$ cat src/rtl/ultra_pkg.sv
// Shared types and default timing for the ultrasonic ranger and its Avalon front end.
// Latency: n/a (declarations only).
// Backpressure: n/a (declarations only).
package ultra_pkg;

  typedef enum logic [2:0] {
    IDLE,
    TRIG,
    WAIT_RISE,
    MEASURE,
    HOLDOFF
  } state_t;

  localparam int DIST_W = 16;

  // Defaults for a 50 MHz clock.
  localparam int TRIG_CYCLES_DEF      = 500;
  localparam int CLKS_PER_CM_DEF      = 2900;
  localparam int MAX_CM_DEF           = 400;
  localparam int ECHO_WAIT_CYCLES_DEF = 50000;
  localparam int STUCK_CM_DEF         = 500;
  localparam int HOLDOFF_CYCLES_DEF   = 3000000;
  localparam int CAR_NEAR_CM_DEF      = 30;
  localparam int CAR_FAR_CM_DEF       = 40;

  function automatic int max_int(input int a, input int b);
    return (a > b) ? a : b;
  endfunction

endpackage

$ cat src/rtl/ultra_echo_sync.sv
// Two-flop synchronizer for the raw echo line with registered rise/fall pulses.
// Latency: rise/fall pulse is high in the cycle after the 3rd edge following the raw change.
// Backpressure: none; pulses are single-cycle and not held.
// Ports: clk, reset (sync, active-high), echo (async raw input),
//        rise/fall (one-cycle pulses on synchronized edges).
module ultra_echo_sync (
  input  logic clk,
  input  logic reset,
  input  logic echo,
  output logic rise,
  output logic fall
);

  logic s1_q, s1_d;
  logic s2_q, s2_d;
  logic s3_q, s3_d;   // previous value of stage 2, for edge detection
  logic rise_q, rise_d;
  logic fall_q, fall_d;

  always_comb begin
    s1_d   = echo;
    s2_d   = s1_q;
    s3_d   = s2_q;
    rise_d = s2_q & ~s3_q;
    fall_d = ~s2_q & s3_q;
  end

  always_ff @(posedge clk) begin
    if (reset) begin
      s1_q   <= 1'b0;
      s2_q   <= 1'b0;
      s3_q   <= 1'b0;
      rise_q <= 1'b0;
      fall_q <= 1'b0;
    end else begin
      s1_q   <= s1_d;
      s2_q   <= s2_d;
      s3_q   <= s3_d;
      rise_q <= rise_d;
      fall_q <= fall_d;
    end
  end

  assign rise = rise_q;
  assign fall = fall_q;

endmodule

$ cat src/rtl/ultra_sonic_ranger.sv
// HC-SR04 style ranger: periodic trigger, echo timing, cm conversion, fault and car flags.
// Latency: data_valid rises 3 cycles after the first edge that samples echo low.
// Backpressure: none; distance/data_valid are fire-and-forget, enable only gates new pings in IDLE.
// Ports: clk, reset (sync, active-high), enable, echo (raw async) in;
//        trigger, distance[15:0], data_valid, broken, busy, car out.
// Optional: `define ULTRA_CAR_DETECT_EN builds the car-present hysteresis; otherwise car is tied 0.
module ultra_sonic_ranger
  import ultra_pkg::*;
#(
  parameter int TRIG_CYCLES      = TRIG_CYCLES_DEF,
  parameter int CLKS_PER_CM      = CLKS_PER_CM_DEF,
  parameter int MAX_CM           = MAX_CM_DEF,
  parameter int ECHO_WAIT_CYCLES = ECHO_WAIT_CYCLES_DEF,
  parameter int STUCK_CM         = STUCK_CM_DEF,
`ifdef ULTRA_CAR_DETECT_EN
  parameter int CAR_NEAR_CM      = CAR_NEAR_CM_DEF,
  parameter int CAR_FAR_CM       = CAR_FAR_CM_DEF,
`endif
  parameter int HOLDOFF_CYCLES   = HOLDOFF_CYCLES_DEF
) (
  input  logic              clk,
  input  logic              reset,
  input  logic              enable,
  input  logic              echo,
  output logic              trigger,
  output logic [DIST_W-1:0] distance,
  output logic              data_valid,
  output logic              broken,
  output logic              busy,
  output logic              car
);

  localparam int CNT_MAX = max_int(max_int(TRIG_CYCLES, ECHO_WAIT_CYCLES), HOLDOFF_CYCLES);
  localparam int CNT_W   = $clog2(CNT_MAX + 1);
  localparam int SUB_W   = (CLKS_PER_CM > 1) ? $clog2(CLKS_PER_CM) : 1;

  localparam logic [CNT_W-1:0]  TRIG_LIM  = CNT_W'(TRIG_CYCLES);
  localparam logic [CNT_W-1:0]  ECHO_LIM  = CNT_W'(ECHO_WAIT_CYCLES);
  localparam logic [CNT_W-1:0]  HOLD_LIM  = CNT_W'(HOLDOFF_CYCLES);
  localparam logic [SUB_W-1:0]  SUB_LAST  = SUB_W'(CLKS_PER_CM - 1);
  localparam logic [DIST_W-1:0] MAX_LIM   = DIST_W'(MAX_CM);
  localparam logic [DIST_W-1:0] STUCK_LIM = DIST_W'(STUCK_CM);

  state_t            state_q, state_d;
  logic [CNT_W-1:0]  cnt_q, cnt_d;
  logic [SUB_W-1:0]  sub_q, sub_d;
  logic [DIST_W-1:0] cm_q, cm_d;
  logic [DIST_W-1:0] dist_q, dist_d;
  logic              trig_q, trig_d;
  logic              dv_q, dv_d;
  logic              broken_q, broken_d;

  logic              echo_rise, echo_fall;
  logic [CNT_W-1:0]  cnt_inc;
  logic              sub_wrap;
  logic [DIST_W-1:0] cm_inc;

  ultra_echo_sync u_sync (
    .clk   (clk),
    .reset (reset),
    .echo  (echo),
    .rise  (echo_rise),
    .fall  (echo_fall)
  );

  always_comb begin
    state_d  = state_q;
    cnt_d    = cnt_q;
    sub_d    = sub_q;
    cm_d     = cm_q;
    dist_d   = dist_q;
    trig_d   = 1'b0;
    dv_d     = 1'b0;
    broken_d = broken_q;

    cnt_inc  = cnt_q + CNT_W'(1);
    sub_wrap = (sub_q == SUB_LAST);
    // cm count including this cycle, so the final echo cycle is not lost on the fall edge
    cm_inc   = cm_q + DIST_W'(sub_wrap);

    case (state_q)
      IDLE: begin
        if (enable) begin
          state_d = TRIG;
          trig_d  = 1'b1;
          cnt_d   = '0;
        end
      end
      TRIG: begin
        trig_d = 1'b1;
        cnt_d  = cnt_inc;
        if (cnt_inc == TRIG_LIM) begin
          trig_d  = 1'b0;
          cnt_d   = '0;
          state_d = WAIT_RISE;
        end
      end
      WAIT_RISE: begin
        if (echo_rise) begin
          state_d = MEASURE;
          cnt_d   = '0;
          sub_d   = '0;
          cm_d    = '0;
        end else begin
          cnt_d = cnt_inc;
          if (cnt_inc == ECHO_LIM) begin
            broken_d = 1'b1;
            cnt_d    = '0;
            state_d  = HOLDOFF;
          end
        end
      end
      MEASURE: begin
        sub_d = sub_wrap ? '0 : sub_q + SUB_W'(1);
        cm_d  = cm_inc;
        // a fall on the same cycle as the stuck limit still counts as a good echo
        if (echo_fall) begin
          dist_d   = (cm_inc > MAX_LIM) ? MAX_LIM : cm_inc;
          dv_d     = 1'b1;
          broken_d = 1'b0;
          cnt_d    = '0;
          state_d  = HOLDOFF;
        end else if (cm_inc >= STUCK_LIM) begin
          broken_d = 1'b1;
          cnt_d    = '0;
          state_d  = HOLDOFF;
        end
      end
      HOLDOFF: begin
        cnt_d = cnt_inc;
        if (cnt_inc == HOLD_LIM) begin
          cnt_d   = '0;
          state_d = IDLE;
        end
      end
      default: state_d = IDLE;
    endcase
  end

  always_ff @(posedge clk) begin
    if (reset) begin
      state_q  <= IDLE;
      cnt_q    <= '0;
      sub_q    <= '0;
      cm_q     <= '0;
      dist_q   <= '0;
      trig_q   <= 1'b0;
      dv_q     <= 1'b0;
      broken_q <= 1'b0;
    end else begin
      state_q  <= state_d;
      cnt_q    <= cnt_d;
      sub_q    <= sub_d;
      cm_q     <= cm_d;
      dist_q   <= dist_d;
      trig_q   <= trig_d;
      dv_q     <= dv_d;
      broken_q <= broken_d;
    end
  end

  assign trigger    = trig_q;
  assign distance   = dist_q;
  assign data_valid = dv_q;
  assign broken     = broken_q;
  assign busy       = (state_q != IDLE);

`ifdef ULTRA_CAR_DETECT_EN
  // Hysteresis: two consecutive good samples on one side of the band flip the flag.
  logic [1:0] near_q, near_d;
  logic [1:0] far_q, far_d;
  logic       car_q, car_d;

  always_comb begin
    near_d = near_q;
    far_d  = far_q;
    car_d  = car_q;
    if (dv_d) begin
      if (dist_d < DIST_W'(CAR_NEAR_CM)) begin
        far_d  = 2'd0;
        near_d = (near_q == 2'd2) ? 2'd2 : near_q + 2'd1;
        if (near_d == 2'd2) car_d = 1'b1;
      end else if (dist_d > DIST_W'(CAR_FAR_CM)) begin
        near_d = 2'd0;
        far_d  = (far_q == 2'd2) ? 2'd2 : far_q + 2'd1;
        if (far_d == 2'd2) car_d = 1'b0;
      end else begin
        near_d = 2'd0;
        far_d  = 2'd0;
      end
    end
  end

  always_ff @(posedge clk) begin
    if (reset) begin
      near_q <= 2'd0;
      far_q  <= 2'd0;
      car_q  <= 1'b0;
    end else begin
      near_q <= near_d;
      far_q  <= far_d;
      car_q  <= car_d;
    end
  end

  assign car = car_q;
`else
  assign car = 1'b0;
`endif

endmodule

$ cat config.mk
export PLATFORM = sky130hd
export DESIGN_NAME = ultra_sonic_ranger
export DESIGN_NICKNAME = d
export VERILOG_FILES = /design/src/rtl/ultra_pkg.sv /design/src/rtl/ultra_echo_sync.sv /design/src/rtl/ultra_sonic_ranger.sv
export SDC_FILE = /design/constraint.sdc
export NUM_CORES = 1
export LEC_CHECK = 0
export ABC_AREA = 1
export BUFFER_PORTS_ARGS = -buffer_cell sky130_fd_sc_hd__buf_2
export CORE_UTILIZATION = 55
export CTS_CLUSTER_SIZE = 24
export DETAILED_ROUTE_END_ITERATION = 8
export GPL_TIMING_DRIVEN = 1
export PLACE_DENSITY = 0.76
export SETUP_SLACK_MARGIN = 0.15
export SLEW_MARGIN = 10
export SYNTH_ARGS = -nofsm -noshare
export SYNTH_HDL_FRONTEND = slang
export SYNTH_HIERARCHICAL = 1
export SYNTH_SLANG_ARGS = --single-unit
$ cat constraint.sdc
create_clock -name clk -period 2.9 [get_ports clk]
set_input_delay 0.145 -clock clk [delete_from_list [all_inputs] [get_ports clk]]
set_output_delay 0.145 -clock clk [all_outputs]
set_load 0.02 [all_outputs]
==> metrics.md <==
| Metric | Value |
|---|---|
| Post-synth EDFFs | 0 |
| Worst hold path type | in -> reg |
| Placed wire-length estimate | 8550 um |
| Nets@finish | 794 |
| Share of cells above drive strength 1 | 0.231 |
| Worst r2r path cells | 22 |
| Buffers on Ports | 23 |
| Worst setup startpoint | sub_q[8] |
| Endpoints failing hold | 0 |
| H-tree depth | 3 |
| Worst skew pair latency | 0.35 ns |
| Worst Skew | 0.00564 ns |
| Leakage | 0.00225 uW |
| Dominant synthesized flop cell | dfxtp_1 |
| Grt total ovfl | 0 |
| Number of max-cap violations | 0 |
| Antenna violations before repair | 0 |
| Final worst path period share | 1.02 |
| Finished Layout Cells | 893 |
| Number of diodes | 0 |
| Vias/cell | 5.58 |
| Starting Density | 0.583 |
| First DRT Iteration DRCs | 392 |
| Worst slew pin tran | 0.642 ns |
| VDD IR max | 0.456 mV |
| Die X | 93.4 um |
| Die Ht | 93.4 um |
| Worst reg2reg setup slack | -0.07 ns |
| Core footprint | 7890 sq um |
| CTS sink cnt | 77 |
| Dpl cells | 865 |
| Synth-to-layout area growth | 19.1% |
| Register area share after synthesis | 0.335 |
| Fin. max-slew vios | 0 |
| Syn nets | 743 |
| TritonCTS clock tree | yes |
| Element type at the critical path start | flip-flop |
| CTS max path bufs | 2 |
| Full die area | 8730 sq um |
| ANT nets after route | 0 |
| Drt total wl | 12400 um |
| Reg-to-reg critical path startpoint | sub_q[8] |
| CP Max Fanout | 7 |
| Final hold slack | 0.0106 ns |
| Detailed-route via count | 4983 |
| Async S/R FF share, synth | 0 |
| Synth unique cells | 43 |
| Power Dens Cells | 482 nW/um^2 |
| Crit path capture type | flip-flop |
| Synth Register Bits | 77 |
| WP data arrival | 3.19 ns |
| Wire length per cell | 13.9 um |
| Yosys warning total | 6 |
| Largest net degree at the start of global routing | 55 |
| Largest cells by area after synthesis | dfxtp_1, nand2_1, nor2_1, inv_1, nand3_1 |
| Final min period | 2.97 ns |
| Worst path required time | 3.12 ns |
| RR Endpoint | cnt_q[20] |
| Pre-Repair DR Iteration Count | 5 |
| RSZ-0062 raised after global routing | true |
| Cell Area, Synth | 4600 sq um |
| First-pass GRT wire length | 20500 um |
| Outcome | finished, violations left |
| IO Count | 25 |
| Gpl congestion | 0.929 |
| Clk slew on worst S/H paths | 0.09 ns |
| Gr usage total | 0.295 |
| Rows | 32 |
| CTS root buf | clkbuf_8 |
| Synth top area share | 0.335 |
| Critical path class | reg -> reg |
| Failing checks | negative setup slack |
| CTS Buf Count | 9 |
| Max Fclk | 337 MHz |
| Worst setup margin | -0.0691 ns |
| Setup Viol. Count Final | 21 |
| Crit path to | cnt_q[20] |
| Yosys top cell by area | dfxtp_1 |
| Slew headroom | 0.571 |
| DRC | 0 |
| Synth Instances | 735 |
| Syn_area_per_cell | 6.26 sq um |
| Filler cells | 663 |
| Vias in the first global route | 4356 |
[critical path, stage by stage, from the launching register on]
cell and delay, ns:
dfxtp_2 0.34, nand2_2 0.06, nor3_2 0.09, nand4_1 0.12
nor3_2 0.24, ha_2 0.25, ha_4 0.15, nand2_4 0.07
nor2_4 0.17, buf_4 0.14, nand4_1 0.09, nand2_2 0.13
nor2_4 0.05, nand2_2 0.08, nor2_4 0.05, nand3_2 0.06
nand2_2 0.06, a21oi_2 0.13, inv_2 0.09, buf_12 0.14
buf_16 0.13, a21oi_1 0.12, nor2_1 0.05
[registers in the layout, summed over array words and instances, names as in the netlist]
register and flops:
cm_q 16, u_sync/s3_q 1, u_sync/rise 1, data_valid 1
u_sync/fall 1, broken 1, u_sync/s2_q 1, state_q 3
trigger 1, distance 16, cnt_q 22, sub_q 12
u_sync/s1_q 1
[worst min path at each step]
| stage | start | endpoint | slack (ns) | cells after the start |
|---|---|---|---|---|
| 3_5_place_dp | echo | u_sync/s1_q | 0.39 | 3 |
| 3_3_place_gp | echo | u_sync/s1_q | 0.38 | 3 |
| 6_report | echo | u_sync/s1_q | 0.01 | 3 |
| 5_1_grt | echo | u_sync/s1_q | 0.01 | 3 |
| 2_1_floorplan | reset | u_sync/s1_q | 0.22 | 1 |
| 4_1_cts | echo | u_sync/s1_q | 0.01 | 3 |
[power breakdown]
group | switching, uW | internal (uW)
logic | 459 | 248
clock network | 461 | 334
registers | 42.0 | 1090
[synthesized netlist by cell type, types with 2 or more instances]
cell type and instances:
nand2_1 234, nor2_1 95, inv_1 86, dfxtp_1 77
nand3_1 57, a21oi_1 47, nand2_2 17, nand4_1 15
clkbuf_1 12, nor3_1 11, o21ai_0 10, a21oi_2 9
nor2_2 8, inv_2 6, nand3_2 6, a31oi_1 4
ha_1 4, nor2_4 3, a221oi_1 2, buf_6 2
nand3_4 2, o211ai_1 2, o21ai_1 2, o221ai_1 2
or2_2 2, xnor2_1 2, xor2_1 2
[layer usage]
metal | GRT usage | wire (um)
met5 | 0 | 0
met4 | 0.0718 | 171
met3 | 0.0407 | 868
met2 | 0.474 | 5700
met1 | 0.418 | 5700
[cell families (layout without fill, tap and decap cells)]
group                    Yosys count  in the layout  share of synthesized area
other                              1              1                   0.000815
XOR/XNOR                           4              4                    0.00762
adder cells (fa/ha/maj)            4              4                     0.0109
AO/OA/AOI/OAI                     84             84                      0.109
AND/OR/NAND/NOR                  455            455                      0.440
flip-flops                        77             77                      0.335
buffers and inverters            110            166                     0.0966
[final cells by class]
class / instances / area, sq um / area share
Inverter: 93 / 349 / 0.0637
Multi-Input combinational cell: 548 / 2840 / 0.518
Clock inverter: 7 / 62.6 / 0.0114
Clock buffer: 9 / 124 / 0.0226
Timing Repair Buffer: 57 / 430 / 0.0786
Sequential cell: 77 / 1550 / 0.282
Tap cell: 102 / 128 / 0.0233
[repair_timing]
action,in CTS,in global routing
buffers inserted,7,4
hold buffers,0,0
gates resized for setup,44,28
pin swaps,14,25
cloned,1,0
setup endpoints to repair,31,35
[per-stage QoR]
step	total power, uW	setup TNS [ns]	setup WS [ns]	area [sq um]	util
finish	2640	-0.557	-0.0691	5480	0.694
global route	2760	-5.24	-0.232	5480	0.694
CTS	2610	0	0.0739	5350	0.678
detailed placement	1710	-1.96	-0.112	4920	0.624
global placement	1700	-0.00356	-0.00356	4920	0.624
floorplan	1590	0	0.177	4600	-
[layout by cell type (no fill, tap or decap), drive strengths merged]
cell,instances
or2,3
clkinv,2
a221oi,2
o21ai,12
inv,98
conb,1
nand2,252
o21bai,2
nand3b,1
dfxtp,77
buf,57
nor3,11
a21oi,56
clkbuf,9
xor2,2
nand3,65
a211oi,1
a31o,1
a31oi,4
o221ai,2
o211ai,2
nor2,107
ha,4
a32oi,1
a22oi,1
xnor2,2
nand4,16
Power figures use the tool's default switching activity.
